### src/rtl/imm_gen_pipe.sv
// imm_gen_pipe: registered I/S/B/U/J immediate generator with a valid/ready
// skid buffer and a sideband tag, placed at the decode-to-execute boundary.
// Optional: define ZICSR_IMM_EN to decode Immsrc=101 as the CSR zimm format;
// without it, 101 is reserved like 110/111.

// Combinational extraction for one instruction word.
module imm_gen_pipe_ext #(
  parameter int XLEN = 32
) (
  input  logic [31:0]     instr,
  input  logic [2:0]      src,
  output logic [XLEN-1:0] imm,
  output logic            ill
);
  logic [31:0] v32;

  // Build the 32-bit immediate; every format already carries its own sign fill.
  always_comb begin
    v32 = '0;
    ill = 1'b0;
    case (src)
      3'b000: v32 = {{20{instr[31]}}, instr[31:20]};
      3'b001: v32 = {{20{instr[31]}}, instr[31:25], instr[11:7]};
      3'b010: v32 = {{19{instr[31]}}, instr[31], instr[7], instr[30:25], instr[11:8], 1'b0};
      3'b011: v32 = {instr[31:12], 12'b0};
      3'b100: v32 = {{11{instr[31]}}, instr[31], instr[19:12], instr[20], instr[30:21], 1'b0};
`ifdef ZICSR_IMM_EN
      3'b101: v32 = {27'b0, instr[19:15]};
`else
      3'b101: ill = 1'b1;
`endif
      default: ill = 1'b1;
    endcase
  end

  // Widen to XLEN. zimm has bit 31 clear, so sign extension also zero-extends it.
  assign imm = XLEN'($signed(v32));
endmodule

module imm_gen_pipe #(
  parameter int XLEN  = 32,
  parameter int TAG_W = 5
) (
  input  logic             clk,
  input  logic             rst_n,
  input  logic [31:0]      Instrd,
  input  logic [2:0]       Immsrc,
  input  logic [TAG_W-1:0] Tagd,
  input  logic             in_valid,
  output logic             in_ready,
  input  logic             flush,
  output logic [XLEN-1:0]  Immextd,
  output logic [TAG_W-1:0] Tage,
  output logic             imm_illegal,
  output logic             out_valid,
  input  logic             out_ready
);
  typedef struct packed {
    logic [XLEN-1:0]  imm;
    logic [TAG_W-1:0] tag;
    logic             ill;
  } ent_t;

  ent_t nxt, main_q, skid_q;
  logic main_v, skid_v;
  logic take, drain;

  imm_gen_pipe_ext #(.XLEN(XLEN)) u_ext (
    .instr (Instrd),
    .src   (Immsrc),
    .imm   (nxt.imm),
    .ill   (nxt.ill)
  );
  assign nxt.tag = Tagd;

  // in_ready comes straight from the skid flop: no path from out_ready.
  assign in_ready = !skid_v;
  assign take     = in_valid && in_ready;
  assign drain    = main_v && out_ready;

  // Two-entry skid buffer: main feeds the outputs, skid absorbs one stall.
  always_ff @(posedge clk or negedge rst_n) begin
    if (!rst_n) begin
      main_q <= '0;
      skid_q <= '0;
      main_v <= 1'b0;
      skid_v <= 1'b0;
    end else if (flush) begin
      // Kill occupancy only; held data stays put and the offered input is dropped.
      main_v <= 1'b0;
      skid_v <= 1'b0;
    end else if (skid_v) begin
      if (drain) begin
        main_q <= skid_q;
        skid_v <= 1'b0;
      end
    end else if (take) begin
      if (!main_v || drain) begin
        main_q <= nxt;
        main_v <= 1'b1;
      end else begin
        skid_q <= nxt;
        skid_v <= 1'b1;
      end
    end else if (drain) begin
      main_v <= 1'b0;
    end
  end

  assign Immextd     = main_q.imm;
  assign Tage        = main_q.tag;
  assign imm_illegal = main_q.ill;
  assign out_valid   = main_v;
endmodule

### config.mk
export PLATFORM = sky130hd
export DESIGN_NAME = imm_gen_pipe
export DESIGN_NICKNAME = d
export VERILOG_FILES = /design/src/rtl/imm_gen_pipe.sv
export SDC_FILE = /design/constraint.sdc
export NUM_CORES = 1
export LEC_CHECK = 0
export ABC_AREA = 1
export ABC_CLOCK_PERIOD_IN_PS = 1450
export CELL_PAD_IN_SITES_DETAIL_PLACEMENT = 0
export CELL_PAD_IN_SITES_GLOBAL_PLACEMENT = 2
export CORE_UTILIZATION = 28
export CTS_BUF_LIST = sky130_fd_sc_hd__clkbuf_16
export CTS_CLUSTER_DIAMETER = 60
export DETAILED_ROUTE_END_ITERATION = 7
export PLACE_DENSITY = 0.75
export RECOVER_POWER = 100
export SYNTH_ARGS = -nofsm -noshare
export SYNTH_HDL_FRONTEND = slang
export SYNTH_SLANG_ARGS = --single-unit
### constraint.sdc
create_clock -name clk -period 1.45 [get_ports clk]
set_input_delay 0.29 -clock clk [delete_from_list [all_inputs] [get_ports clk]]
set_output_delay 0.29 -clock clk [all_outputs]
set_load 0.005 [all_outputs]
==> flow_summary.toml <==
[cts]
cts.root.buffer_cell = "sky130_fd_sc_hd__clkbuf_16"
cts.sinks = 78
cts_made_buffers = 9
insertion_delay_ps = 340
clk_pin_slew_ps = 60
cts_buffer_depth = 2
ctsHtreeMaxLevel = 3
cts_tree = "yes"

[setup_path]
critPathRequiredTime_ps = 1670
cpPeakStageDelay_ps = 390
peak_fanout_along_the_critical_path = 8
crit_top_cell = "sky130_fd_sc_hd__nand2_1"
criticalPathCategory = "flip-flop to flip-flop"
setup.worst_path.start_class = "flip-flop"
endpoint_kind = "flip-flop"
crit_arrival_ps = 1630
cp_cell_sequence = "inv_2, buf_6, nand2_2, nand2_4, nand2_8, buf_12, buf_4, nand2_1, nand2_1"
critical-path-slowest-cell = "sky130_fd_sc_hd__dfrtp_1"

[timing]
rsz_0062_raised_after_global_routing = "true"
worstMarginPinSlew_ps = 601
final-setup-viol-count = 0
min_period_ps = 1410
report.final.slew_viol_count = 0
max_clock_freq_mhz = 711
report.final.hold_viol_count = 0
maxSlewHeadroom = 0.599
clock_skew_after_layout_ps = 4.86
fin_setup_tns_ps = 0
ratio_of_final_minimum_period_to_clock_period = 0.970

[die]
die_ht_um = 118
placement_rows = 41
pin_count = 85
core_region_area_mm2 = 0.0129
die-width_um = 118
floorplan.initialDensity = 0.292
die_area_mm2 = 0.0139

[power_and_ir_drop]
power_density_mw_per_mm2 = 1140
intPower_mw = 4.48
switching_share_of_power = 0.287
combPwrFrac = 0.233
pwr-share-seq = 0.453
p_leak_nw = 2.96
power.ir.vdd_worst_mv = 0.535
pwr-share-clk = 0.315
netSwitchingPower_mw = 1.80
finalPower_mw = 6.28

[synth]
synth.net_count = 535
synth-warning-count = 0
most_used_dff_post_synth = "sky130_fd_sc_hd__dfrtp_1"
synth_top_cells_by_area = "sky130_fd_sc_hd__dfrtp_1 (52%), sky130_fd_sc_hd__nand2_1 (19%), sky130_fd_sc_hd__nor2_1 (5.0%)"
synth_top_area_frac = 0.518
post_synth.cell_area_avg_um2 = 7.68
synthArstFlopShare = 1.00
ys_top_cells_by_count = "sky130_fd_sc_hd__nand2_1 (189), sky130_fd_sc_hd__dfrtp_1 (78), sky130_fd_sc_hd__nor2_1 (50)"
ys_seq_area_frac = 0.518
yosysMostFrequentCell = "sky130_fd_sc_hd__nand2_1"
synth_edf_count = 0
syn-instance-count = 490
post-synth-top-area-cell = "sky130_fd_sc_hd__dfrtp_1"
postSynthRegisterBits = 78
post_synth_num_cell_types = 23
post_synth_instance_area_mm2 = 0.00376

[detailed_routing]
routed_via_density = 4.55
drt_pre_antenna_iters = 4
avgRoutedWirePerCell_um = 14.2
dr_total_vias = 3585
antenna_left = 0
drt_drc_violations_left = 0
wl_um = 11200
detail_route.iter0.violations = 170

[finish]
num-nets-final = 658
flow.area_growth_from_synthesis_pct = 46.4
share_of_layout_cells_above_drive_strength_1 = 0.172
num-fill-cells = 1338
n_antenna_cell = 0
final_core_utilization = 0.428
fin_area_mm2 = 0.00551

[global_routing]
grt_use_total = 0.169
grt_pass1_vias = 3544
antenna_found_initial = 0
grt-ovfl-total = 0
grt_start_max_net_pins = 46
first_pass_grt_wire_length_um = 18500

[place]
detailed_place_hpwl_um = 7700
postPlaceCellArea_mm2 = 0.00502
place_congestion = 0.806
buffers_on_ports = 77

[status]
status = "finished, final reports clean"

[min_path]
worst_hold_path_type = "flip-flop to flip-flop"

[run]
maxCapViolations = 0
power by group through the flow:
stage	combinational (mW)	sequential, mW	clock (mW)
after floorplan	0.628	2.86	0
after global placement	1.44	2.88	0
after detailed placement	1.46	2.89	0
after CTS	1.42	2.84	2.03
after global routing	1.66	2.90	2.10
final	1.46	2.84	1.98
worst max-delay path: cells and delay by family, from the launching register on:
kind                   cells  cell delay [ps]
buffers and inverters      4              510
AND/OR/NAND/NOR            5              390
flip-flops                 1              390
layout by cell type (no fill, tap or decap), types with 8 or more instances in the layout:
cell type                         count
sky130_fd_sc_hd__nand2_1            185
sky130_fd_sc_hd__dlygate4sd2_1       40
sky130_fd_sc_hd__inv_1               25
sky130_fd_sc_hd__a21oi_1             20
sky130_fd_sc_hd__buf_4               45
sky130_fd_sc_hd__o21ai_0             28
sky130_fd_sc_hd__clkdlybuf4s50_1     33
sky130_fd_sc_hd__nor2_1              47
sky130_fd_sc_hd__clkbuf_16           10
sky130_fd_sc_hd__dfrtp_1             78
sky130_fd_sc_hd__nand3_1             29
sky130_fd_sc_hd__o21ai_1              8
per-layer routing:
layer  vias up  global-route usage  wire length [um]
met5         -                   0                 0
met4         0              0.0601               148
met3         8              0.0349               507
met2        79               0.252              4890
met1      1692               0.240              5630
li1       1806                   -                 -
flip-flops by register name (all words and copies together), names as in the netlist:
name,cells
Immextd,32
imm_illegal,1
out_valid,1
skid_q,38
Tage,5
skid_v,1
metrics by stage:
| step | hold WS, ps | std cells | worst slack [ps] |
|---|---|---|---|
| after floorplan | -5.59 | 490 | 197 |
| after global placement | 217 | 755 | -402 |
| after detailed placement | 213 | 755 | -399 |
| after CTS | 406 | 784 | 0.588 |
| after global routing | 495 | 788 | -25.9 |
| final | 474 | 788 | 42.9 |
layout make-up:
cell class / instances / area [um^2] / share of cell area
clock buffer: 9 / 225 / 0.0409
multi-input combinational: 360 / 1680 / 0.306
timing repair buffer: 137 / 1300 / 0.237
sequential: 78 / 1950 / 0.354
tap: 172 / 215 / 0.0391
clock inverter: 5 / 21.3 / 0.00386
inverter: 27 / 109 / 0.0198
kinds of logic after synthesis:
family	synth area share
AO/OA/AOI/OAI	0.113
AND/OR/NAND/NOR	0.304
flip-flops	0.518
buffers and inverters	0.0638
final timing paths:
kind | endpoint | cells after the start | slack [ps] | startpoint
setup / recovery | Immextd[14] | 9 | 40 | skid_v
hold / removal | Immextd[9] | 2 | 470 | Immextd[9]
setup reg to reg | Immextd[14] | 9 | 40 | skid_v
hold reg to reg | Immextd[9] | 2 | 470 | Immextd[9]
max in group asynchronous | skid_q[33] | 3 | 250 | rst_n
min in group asynchronous | Immextd[13] | 2 | 490 | rst_n
what timing repair did:
item / 4_1_cts / 5_1_grt
hold buffers: 1 / 0
setup buffers: 14 / 3
resized for setup: 44 / 42
pin swaps: 1 / 3
endpoints found under the hold margin: 20 / 0
cloned: 0 / 1
setup endpoints to repair: 50 / 74
(Power assumes the default switching activity.)
